<file path="src/rtl/group_burst_serializer.sv">
// rtl/group_burst_serializer.sv - captures a GROUPS x GROUP_W word and streams a wrapped run of groups
//
// Purpose: accepts one wide word plus a start group, a burst length and a direction, then emits
//          len_m1+1 groups one per beat. The index steps up (dir=0) or down (dir=1) and wraps modulo GROUPS.
// Ports:
//   clk, rst_n                      rising-edge clock, asynchronous active-low reset
//   in_valid/in_ready               input handshake; in_ready is high only while idle
//   in_data, start_sel, len_m1, dir input word and burst descriptor, captured on accept
//   out_valid/out_ready             output handshake
//   out_data, out_idx, out_last     current group, its index, and the final-beat flag
module group_burst_serializer #(
    parameter int GROUP_W = 10,
    parameter int GROUPS  = 4,
    parameter int SEL_W   = $clog2(GROUPS)
) (
    input  logic                      clk,
    input  logic                      rst_n,
    input  logic                      in_valid,
    output logic                      in_ready,
    input  logic [GROUPS*GROUP_W-1:0] in_data,
    input  logic [SEL_W-1:0]          start_sel,
    input  logic [SEL_W-1:0]          len_m1,
    input  logic                      dir,
    output logic                      out_valid,
    input  logic                      out_ready,
    output logic [GROUP_W-1:0]        out_data,
    output logic [SEL_W-1:0]          out_idx,
    output logic                      out_last
);

    typedef enum logic {S_IDLE, S_SEND} state_t;

    localparam logic [SEL_W-1:0] LAST_IDX = SEL_W'(GROUPS - 1);

    state_t                    r_state;
    logic [GROUPS*GROUP_W-1:0] r_word;
    logic                      r_dir;
    logic [SEL_W-1:0]          r_rem;
    logic                      r_in_ready;
    logic                      r_out_valid;
    logic [GROUP_W-1:0]        r_out_data;
    logic [SEL_W-1:0]          r_out_idx;
    logic                      r_out_last;

    logic [SEL_W-1:0]          w_start;
    logic [SEL_W-1:0]          w_len;
    logic [SEL_W-1:0]          w_next_idx;
    logic [GROUP_W-1:0]        w_in_group;
    logic [GROUP_W-1:0]        w_next_group;
    logic                      w_accept;
    logic                      w_take;

    // Out-of-range descriptors only exist for non-power-of-two GROUPS:
    // the start index folds back into range, the length saturates to a full word.
    always_comb begin
        w_start = SEL_W'(int'(start_sel) % GROUPS);
        w_len   = (int'(len_m1) > GROUPS - 1) ? LAST_IDX : len_m1;
    end

    // Wrapping step of the current index in the captured direction.
    always_comb begin
        w_next_idx = '0;
        if (r_dir) begin
            w_next_idx = (r_out_idx == '0) ? LAST_IDX : r_out_idx - SEL_W'(1);
        end else begin
            w_next_idx = (r_out_idx == LAST_IDX) ? '0 : r_out_idx + SEL_W'(1);
        end
    end

    // The first beat comes straight from the incoming word so it appears one cycle after accept.
    assign w_in_group   = in_data[int'(w_start) * GROUP_W +: GROUP_W];
    assign w_next_group = r_word[int'(w_next_idx) * GROUP_W +: GROUP_W];

    assign w_accept = in_valid & r_in_ready;
    assign w_take   = r_out_valid & out_ready;

    always_ff @(posedge clk or negedge rst_n) begin
        if (!rst_n) begin
            r_state     <= S_IDLE;
            r_word      <= '0;
            r_dir       <= 1'b0;
            r_rem       <= '0;
            r_in_ready  <= 1'b0;
            r_out_valid <= 1'b0;
            r_out_data  <= '0;
            r_out_idx   <= '0;
            r_out_last  <= 1'b0;
        end else begin
            case (r_state)
                S_IDLE: begin
                    if (w_accept) begin
                        r_state     <= S_SEND;
                        r_word      <= in_data;
                        r_dir       <= dir;
                        r_rem       <= w_len;
                        r_in_ready  <= 1'b0;
                        r_out_valid <= 1'b1;
                        r_out_data  <= w_in_group;
                        r_out_idx   <= w_start;
                        r_out_last  <= (w_len == '0);
                    end else begin
                        // in_ready comes up on the first clock after reset release.
                        r_in_ready  <= 1'b1;
                    end
                end
                S_SEND: begin
                    if (w_take) begin
                        if (r_out_last) begin
                            // Data and index hold their last value; in_ready returns next cycle.
                            r_state     <= S_IDLE;
                            r_in_ready  <= 1'b1;
                            r_out_valid <= 1'b0;
                            r_out_last  <= 1'b0;
                        end else begin
                            r_rem       <= r_rem - SEL_W'(1);
                            r_out_idx   <= w_next_idx;
                            r_out_data  <= w_next_group;
                            r_out_last  <= (r_rem == SEL_W'(1));
                        end
                    end
                end
                default: begin
                    r_state     <= S_IDLE;
                    r_in_ready  <= 1'b0;
                    r_out_valid <= 1'b0;
                    r_out_last  <= 1'b0;
                end
            endcase
        end
    end

    assign in_ready  = r_in_ready;
    assign out_valid = r_out_valid;
    assign out_data  = r_out_data;
    assign out_idx   = r_out_idx;
    assign out_last  = r_out_last;

endmodule

</file>
<file path="config.mk">
export PLATFORM = sky130hd
export DESIGN_NAME = group_burst_serializer
export DESIGN_NICKNAME = d
export VERILOG_FILES = /design/src/rtl/group_burst_serializer.sv
export SDC_FILE = /design/constraint.sdc
export NUM_CORES = 1
export LEC_CHECK = 0
export CAP_MARGIN = 20
export CELL_PAD_IN_SITES_DETAIL_PLACEMENT = 1
export CELL_PAD_IN_SITES_GLOBAL_PLACEMENT = 1
export CORE_MARGIN = 2
export CORE_UTILIZATION = 43
export CTS_CLUSTER_DIAMETER = 30
export DETAILED_ROUTE_END_ITERATION = 6
export GPL_TIMING_DRIVEN = 0
export PLACE_DENSITY_LB_ADDON = 0.1
export REMOVE_ABC_BUFFERS = 1
export SYNTH_ARGS = -nofsm -noshare
export SYNTH_HDL_FRONTEND = slang
export SYNTH_SLANG_ARGS = --single-unit
</file>
<file path="constraint.sdc">
create_clock -name clk -period 3.9 [get_ports clk]
set_input_delay 0.975 -clock clk [delete_from_list [all_inputs] [get_ports clk]]
set_output_delay 0.975 -clock clk [all_outputs]
set_load 0.02 [all_outputs]
</file>
Word-level counts from Yosys, hierarchy flattened
Index checks and enable logic that the tools add are counted.
Operators by class
  $add $sub $neg: 3
  $mul: 2
  equal/unequal tests: 6
  shifts and indexed selects: 2
  multiplexer cells: 31
  bitwise gates (word level): 3
  reductions and logical operators: 7
Operators by type and width (count)
  indexed part select 40 x 7 -> 10 bit: 2
  2-to-1 mux 10 bit: 3
  one-hot mux 10 bit (2 select lines): 1
  2-to-1 mux 2 bit: 9
  2-to-1 mux 1 bit: 12
  multiplier 2 x 3 -> 5 bit, second input constant: 2
  one-hot mux 1 bit (2 select lines): 4
  one-hot mux 2 bit (2 select lines): 2
  AND reduction 2 bit: 3
  AND reduction 3 bit: 2
  logical NOT 2 bit: 2
  != test 2 x 1 -> 1 bit, second input constant: 2
  != test 2 bit, second input constant: 2
  subtractor 2 x 1 -> 2 bit, second input constant: 2
  adder 2 x 1 -> 2 bit, second input constant: 1
  AND 1 bit: 2
  == test 2 x 1 -> 1 bit, second input constant: 1
  == test 2 bit, second input constant: 1
  inverter 1 bit: 1
Storage, ports and cells
  register bits: 59
  output and inout bits: 15

Longest topological paths before layout
Gate-level depths: netlist of run 1.
  depth in word-level cells: 8
  mapped depth: 8
  gate-level depth less buffers: 6

Worst setup path after synthesis of run 1
Ideal clock, no wire load.
  path type: input -> register
  start point: input start_sel[0]
  end point: register r_out_data[1], in the netlist out_data[1]
  library setup time: 0.129 ns
  arrival: 2.123 ns
  data required time: 3.771 ns
  path slack: 1.649 ns
  stages on the path: 4
  cell sequence: buf_2 mux4_2 a221oi_1 a21oi_1
Between the ends
  cells in the longest elaborated chain, start to end: 4
RTL lines
  start: declaration: line 21  | input logic [SEL_W-1:0] start_sel,
  multiplier 2 x 3 -> 5 bit: line 71  | assign w_in_group = in_data[int'(w_start) * GROUP_W +: GROUP_W];
  indexed part select 40 x 7 -> 10 bit: line 71
  2-to-1 mux 10 bit: line 91  | if (w_accept) begin
  one-hot mux 10 bit (2 select lines): line 89  | case (r_state)
  end signal: assignment: line 98  | r_out_data <= w_in_group;
  end signal: assignment: line 117  | r_out_data <= w_next_group;
  end: declaration: line 41  | logic [GROUP_W-1:0] r_out_data;
Every way passes these cells. The select of a mux whose other input is x is not followed.
A chain may end at the register's enable or synchronous reset.

Worst setup path in the final report of run 1
  start point: register r_out_idx[0], in the netlist out_idx[0]
  end point: register r_out_data[0], in the netlist out_data[0]
Between the ends
  cells in the longest elaborated chain, start to end: 8
  elaborated cells between the ends (all ways): 12
  classes of those cells: 2 x add/sub; 1 x mul; 1 x eq/ne; 1 x shift; 6 x mux; 1 x reduce/logical
RTL lines
  start: declaration: line 42  | logic [SEL_W-1:0] r_out_idx;
  start signal: assignment: line 99  | r_out_idx <= w_start;
  start signal: assignment: line 116  | r_out_idx <= w_next_idx;
  adder 2 x 1 -> 2 bit (tied with other cells): line 66  | w_next_idx = (r_out_idx == LAST_IDX) ? '0 : r_out_idx + SEL_W'(1);
  2-to-1 mux 2 bit (on tied branches): line 66, 64
  2-to-1 mux 2 bit (*): line 63  | if (r_dir) begin
  multiplier 2 x 3 -> 5 bit (*): line 72  | assign w_next_group = r_word[int'(w_next_idx) * GROUP_W +: GROUP_W];
  indexed part select 40 x 7 -> 10 bit (*): line 72
  2-to-1 mux 10 bit (*): line 108  | if (r_out_last) begin
  2-to-1 mux 10 bit (*): line 107  | if (w_take) begin
  one-hot mux 10 bit (2 select lines) (*): line 89
Every way passes the cells marked *; elsewhere a longest branch is shown, timed or not. The select of a mux whose other input is x is not followed.

==> impl_results.md, run 1 <==
* Status: finished clean
* FF-to-FF setup slack at 0.77 ns
* Antenna diodes at 0
* Crit Path Category: reg -> reg
* Reg2reg end: out_data[0]
* Ports at 64
* Vias at 2248
* Hold Crit Class: in -> async
* MaxCap Viol Count at 0
* Slew Viols, Final at 0
* Gpl congestion at 0.705
* Starting DRT DRC Count at 69
* Final core occ at between 50% and 60%
* Leakage at roughly 0.0016 uW
* Starting Density at 44.1%
* Clock-pin slew on the worst setup and hold paths at approximately 0.070 ns
* R2R Path Start: out_idx[0]
* Std cell rows at 30
* F_max at 319 MHz
* Layout Skew at 0.00847 ns
* Post-CTS setup buffers at 0
* Die footprint at 0.00762 mm2
* Synth Register Bits at between 50 and 60
* Syn Area/Cell at approximately 12 um2
* Pwr Density at 830 mW/mm2
* Synth warn at 0
* Vias in the first global route at 2441
* Clock Sinks at 59
* Worst-skew pair later-pin latency at 0.35 ns
* Die W at 87.3 um
* Critical Path RT at just over 4 ns
* Worst-Margin Slew at 1.09 ns
* Share of cells above drive strength 1 at 24.4%
* RSZ-0062 raised after global routing: no
* Slew headroom at roughly 27%
* Post-DP HPWL at 5080 um
* CTS buffer count at 9
* Final wirelength at roughly 7500 um
* Fin. Hold Viols at 0
* H-tree Lvls at 3
* Post-synthesis async set-or-reset flop share at 100%
* Die Y at 87.3 um
* Worst vdd ir at 328 uV
* Number of flops mapped to enable cells by yosys at 0
* P&R area growth vs syn at 31.1%
* Wire per inst at 19.4 um
* Initial antenna violation count at 0
* CTS tree: done
* Top cells by area, synth: dfrtp_1 (49%), mux2_2 (17%), mux4_2 (9.1%)
* Cts hold-fix bufs at 0
* Synth Flop Type: dfrtp_1
* Netlist cell types at 36
* Crit path max fanout at 14
* Routed vias/inst at 5.81
* Largest net degree at the start of global routing at 38
* Root Driver: clkbuf_8
* Area leader, netlist: dfrtp_1
* Tmin final at 3.13 ns
* Grt ovf at 0
* Yosys top cell area share at between 40% and 50%
* Post-Syn Area at ~0.0030 mm2
* Antenna-violating nets left at 0
* Design area at around 0.004 mm2
* Quantity of gates resized following cts at 0
* Seq/Total Area, Yosys at 49.5%
* Nets at 355
* Setup crit start kind: flip-flop
* DRT Pass-1 Iters at 4
* Area of the core at ~0.0068 mm2
* Post-DP Area at about 0.0037 mm2
* Endpoints failing setup at 0
* Synth Instances at 242
* Gr usage total at roughly 21%
* # DRC at 0
* Crit path arrival time at ~3.4 ns
* Final period util at 80.4%
* Endpoint type of the worst setup path: flip-flop
* Buffers on Ports at 63
* Worst reg2reg path depth at 6
* Clock Tree Buf Depth at 2
* Global-route wire length before repair at 12200 um
-- through the flow --
stage	worst slack (ns)	total power, uW	cells	TNS, ns	hold slack (ns)
3_3_place_gp	-0.895	2610	368	-21.89	0.481
6_report	0.766	3250	387	0	0.409
2_1_floorplan	0.818	2110	225	0	0.471
5_1_grt	0.569	3470	387	0	0.396
4_1_cts	0.807	3260	387	0	0.408
3_5_place_dp	0.530	2680	372	0	0.488
-- cell usage in the layout, fill, tap and decap left out, drive strengths merged, types with 2 or more instances in the layout --
master and count:
a21oi 6, buf 5, or3 4, nand2 19
mux4 12, mux2 45, nor4 6, nor2 15
a221oi 4, a2111oi 2, o211ai 5, ha 3
clkdlybuf4s50 62, dfrtp 59, a41oi 9, a21o 2
inv 7, nand3 5, clkbuf 13, o31ai 3
o21ai 4, nor2b 2
-- critical path, cell delays in order (launching register included) --
cell and delay [ns]:
dfrtp_1 0.60, inv_1 0.10, ha_1 0.21, a21boi_1 0.85, or2_1 0.49, mux4_2 0.58
a21o_1 0.19
-- layer usage --
layer	up-vias	global-route usage, %	share of wire, %
met5	-	0	0
met4	0	6.29	1.4
met3	11	6.26	4.9
met2	63	34.7	48
met1	1148	27.9	46
li1	1026	-	-
-- final cells by class --
cell class,instances,area [um2]
Clock inverter,2,35.0
Multi-Input combinational cell,159,1400
Fill cell,709,2850
Tap cell,80,100
Inverter,7,26.3
Clock buffer,13,159
Sequential cell,59,1480
Timing Repair Buffer,67,716
-- cell usage after synthesis (3+ instances only) --
master / count
or3_1: 4
a221oi_1: 4
nor2_1: 15
mux4_2: 12
o21ai_0: 4
ha_1: 3
inv_1: 7
a41oi_1: 9
nand3_1: 5
o211ai_1: 5
mux2_2: 45
a21oi_1: 6
clkbuf_1: 6
buf_2: 3
nor4_1: 6
buf_1: 6
nand2_1: 19
dfrtp_1: 59
o31ai_1: 3
-- how the worst max path moves through the flow --
stage	from	end	slack, ns	cells past startpoint
after global routing	out_idx[0]	out_data[0]	0.57	6
after global placement	in_valid	out_data[2]	-0.89	4
after floorplan	in_valid	out_data[8]	0.82	3
after CTS	out_idx[0]	out_data[0]	0.81	6
final	out_idx[0]	out_data[0]	0.77	6
after detailed placement	in_valid	out_data[5]	0.53	5
-- state kept, by name, indices dropped and copies added (netlist names) --
name       cells
r_rem          2
in_ready       1
out_idx        2
out_last       1
r_dir          1
out_data      10
out_valid      1
r_word        40
r_state        1
-- cells by family after synthesis --
group	share of synthesized area [%]
AOI/OAI and AO/OA	9.61
xor gates and xnor gates	0.587
adders and majority gates	1.26
buffers and inverters	3.65
DFF	49.5
muxes	26.4
and+or+nand+nor	9.02
-- power breakdown --
group / switching, uW / internal (uW) / leakage, uW
Combinational: 767 / 741 / 0.000819
Sequential: 241 / 928 / 0.000693
Clock: 243 / 326 / 0.0000995
Note: power is estimated with default switching activity, not from simulation.
==> run 2, diff against run 1 <==
CORE_UTILIZATION = 36   (was 43)
clock period = 2.6 ns   (was 3.9 ns; I/O delays follow)
==> run 2 against run 1 <==
Via count is 1.9% lower. First-iteration DRC count is 7.2% lower. Global-route usage is 3.3 points lower. Count of clock-buffer cells in the layout stayed put. Fmax is 28% higher. Cell count is 6.7% higher. Worst setup slack worse by 0.62 ns. Clock skew hardly changed. Die area is 19% higher. Critical path type unchanged.
==> impl_results.md, run 2 (same netlist as run 1, synthesis figures left out) <==
* Status: finished clean
* Share of cells above drive strength 1 at 26.6% (+2.2 points)
* # DRC at 0 (unchanged)
* Antenna-violating nets left at 0 (unchanged)
* Worst vdd ir at 550 uV (+68%)
* P_int at 3070 uW (+54%)
* Max reg flops at 40 (unchanged)
* DRT Pass-1 Iters at 4 (unchanged)
* Initial antenna violation count at 0 (unchanged)
* Crit path arrival time at 2.68 ns (-0.70 ns)
* Setup crit start kind: flip-flop
* Grt ovf at 0 (unchanged)
* Pwr Density at 1240 mW/mm2 (+50%)
* Logic pwr share at 47.1% (+0.6 points)
* Slew Viols, Final at 0 (unchanged)
* Hold Crit Class: in -> async
* Starting Density at 36.7% (-7.5 points)
* Largest net degree at the start of global routing at 60 (+58%)
* Area of the core at 0.00813 mm2 (+20%)
* Layout Skew at 0.00869 ns (+0.000221 ns)
* Worst-skew pair later-pin latency at 0.33 ns (-0.02 ns)
* Crit path max fanout at 14 (unchanged)
* Non-filler cells, final at 413 (+6.7%)
* Crit-path cells: inv_1 > ha_1 > a21boi_4 > or2_4 > mux4_2 > a21o_1
* Worst-Margin Slew at 0.904 ns (-0.182 ns)
* Tmin final at 2.46 ns (-0.678 ns)
* P&R area growth vs syn at 33.1%
* RSZ-0062 raised after global routing: no
* Starting DRT DRC Count at 64 (-7.2%)
* CP max stage cell: dfrtp_1
* FF-to-FF setup slack at 0.14 ns (-0.62 ns)
* Antenna diodes at 0 (unchanged)
* Sw Share at 37.7% (-0.79 points)
* Design area at 0.00397 mm2 (+1.5%)
* Die W at 95.0 um (+8.9%)
* Fin. Hold Viols at 0 (unchanged)
* Commonest non-fill, non-tap cells in the layout: clkdlybuf4s50_1 (61), dfrtp_1 (58), mux2_2 (45), nand2_1 (19), nor2_1 (15)
* F_max at 407 MHz (+28%)
* Std cell rows at 33 (+10%)
* Clk pwr share at 16.9% (-0.6 points)
* MaxCap Viol Count at 0 (unchanged)
* Final period util at 94.4% (+14 points)
* Nets at 356 (+0.28%)
* Global-route wire length before repair at 12300 um (+1.0%)
* Tot Pwr at 4930 uW (+52%)
* Net Sw Power at 1860 uW (+49%)
* Cts hold-fix bufs at 0 (unchanged)
* Root Driver: clkbuf_8
* Sequential share of power at 36.0% (about the same)
* Most flop-heavy register: r_word
* Endpoint type of the worst setup path: flip-flop
* H-tree Lvls at 3 (unchanged)
* Clock-pin slew on the worst setup and hold paths at 0.07 ns (about the same)
* Final wirelength at 7370 um (-1.9%)
* Crit Path Category: reg -> reg
* Post-DP Area at 0.00370 mm2 (-0.37%)
* Die footprint at 0.00903 mm2 (+19%)
* Gr usage total at 18.1% (-3.3 points)
* Commonest non-fill, non-tap cell in the layout: clkdlybuf4s50_1
* Clock Sinks at 59 (unchanged)
* Clock Tree Buf Depth at 2 (unchanged)
* Wire per inst at 17.8 um (-8.1%)
* Vias in the first global route at 2326 (-4.7%)
* Post-DP HPWL at 4990 um (-1.9%)
* CTS buffer count at 9 (unchanged)
* Leakage at 0.00163 uW (+1.0%)
* Die Y at 95.0 um (+8.9%)
* Routed vias/inst at 5.34 (-8.0%)
* CP max stage delay at 0.60 ns (-0.25 ns)
* Inst Count DP at 395 (+6.2%)
* Slew headroom at 39.6% (+12 points)
* CTS tree: done
* Buffers on Ports at 63 (unchanged)
* Gpl congestion at 0.695 (-1.3%)
* Ports at 64 (unchanged)
* Endpoints failing setup at 0 (unchanged)
* Critical Path RT at 2.83 ns (-1.31 ns)
* Vias at 2206 (-1.9%)
## run 2: cell types whose count changed in the layout (fill, tap and decap cells not counted), sizes merged
cell,delta
clkdlybuf4s50,-1
buf,+1
dlymetal6s2s,+1
## run 2: metrics by stage
step	TNS, ns	util (%)	setup WS [ns]	hold slack, ns
after global placement	-140.92	45.0	-1.83	0.479
after global routing	0	48.8	0.00438	0.427
after floorplan	-3.96	-	-0.317	0.354
after detailed placement	-3.75	45.5	-0.495	0.484
after CTS	0	48.3	0.0314	0.416
final	0	48.8	0.145	0.380
## run 2: metal layers
layer  GRT usage, %  routed length (um)  vias up
met3           4.74                 314        2
li1               -                   -     1032
met5              0                   0        -
met2           29.0                3550       47
met4           4.71                  36        0
met1           24.6                3470     1125
## run 2: layout make-up
type                       count  area [um2]
timing repair buffer          68         696
sequential                    59        1480
multi-input combinational    159        1450
clock inverter                 2        35.0
clock buffer                  13         159
fill                         879        4160
tap                          105         131
inverter                       7        26.3
## run 2: critical path, delay by kind of cell (launching register included)
kind,cells,cell delay [ns]
DFF,1,0.60
AOI/OAI and AO/OA,2,0.57
muxes,1,0.51
and+or+nand+nor,1,0.29
adders and majority gates,1,0.26
buffers and inverters,1,0.12
## run 2: path summary, 6_finish.rpt
kind,startpoint,endpoint,depth (start not counted)
setup reg to reg,out_idx[0],out_data[7],6
hold reg to reg,r_word[10],r_word[10],1
min in group clk,r_word[10],r_word[10],1
max in group asynchronous,rst_n,r_state,1
setup / recovery,out_idx[0],out_data[7],6
hold / removal,rst_n,in_ready,1
## run 2: power by group through the flow
| stage | combinational (uW) | clock, uW | sequential, uW |
|---|---|---|---|
| final | 2320 | 834 | 1770 |
| after global routing | 2570 | 909 | 1850 |
| after CTS | 2290 | 864 | 1770 |
| after detailed placement | 2230 | 0 | 1780 |
| after global placement | 2180 | 0 | 1760 |
| after floorplan | 1380 | 0 | 1790 |
## run 2: timing repair
action                     CTS  global route
resized for setup            7             3
setup buffers                0             3
setup endpoints to repair   12             9
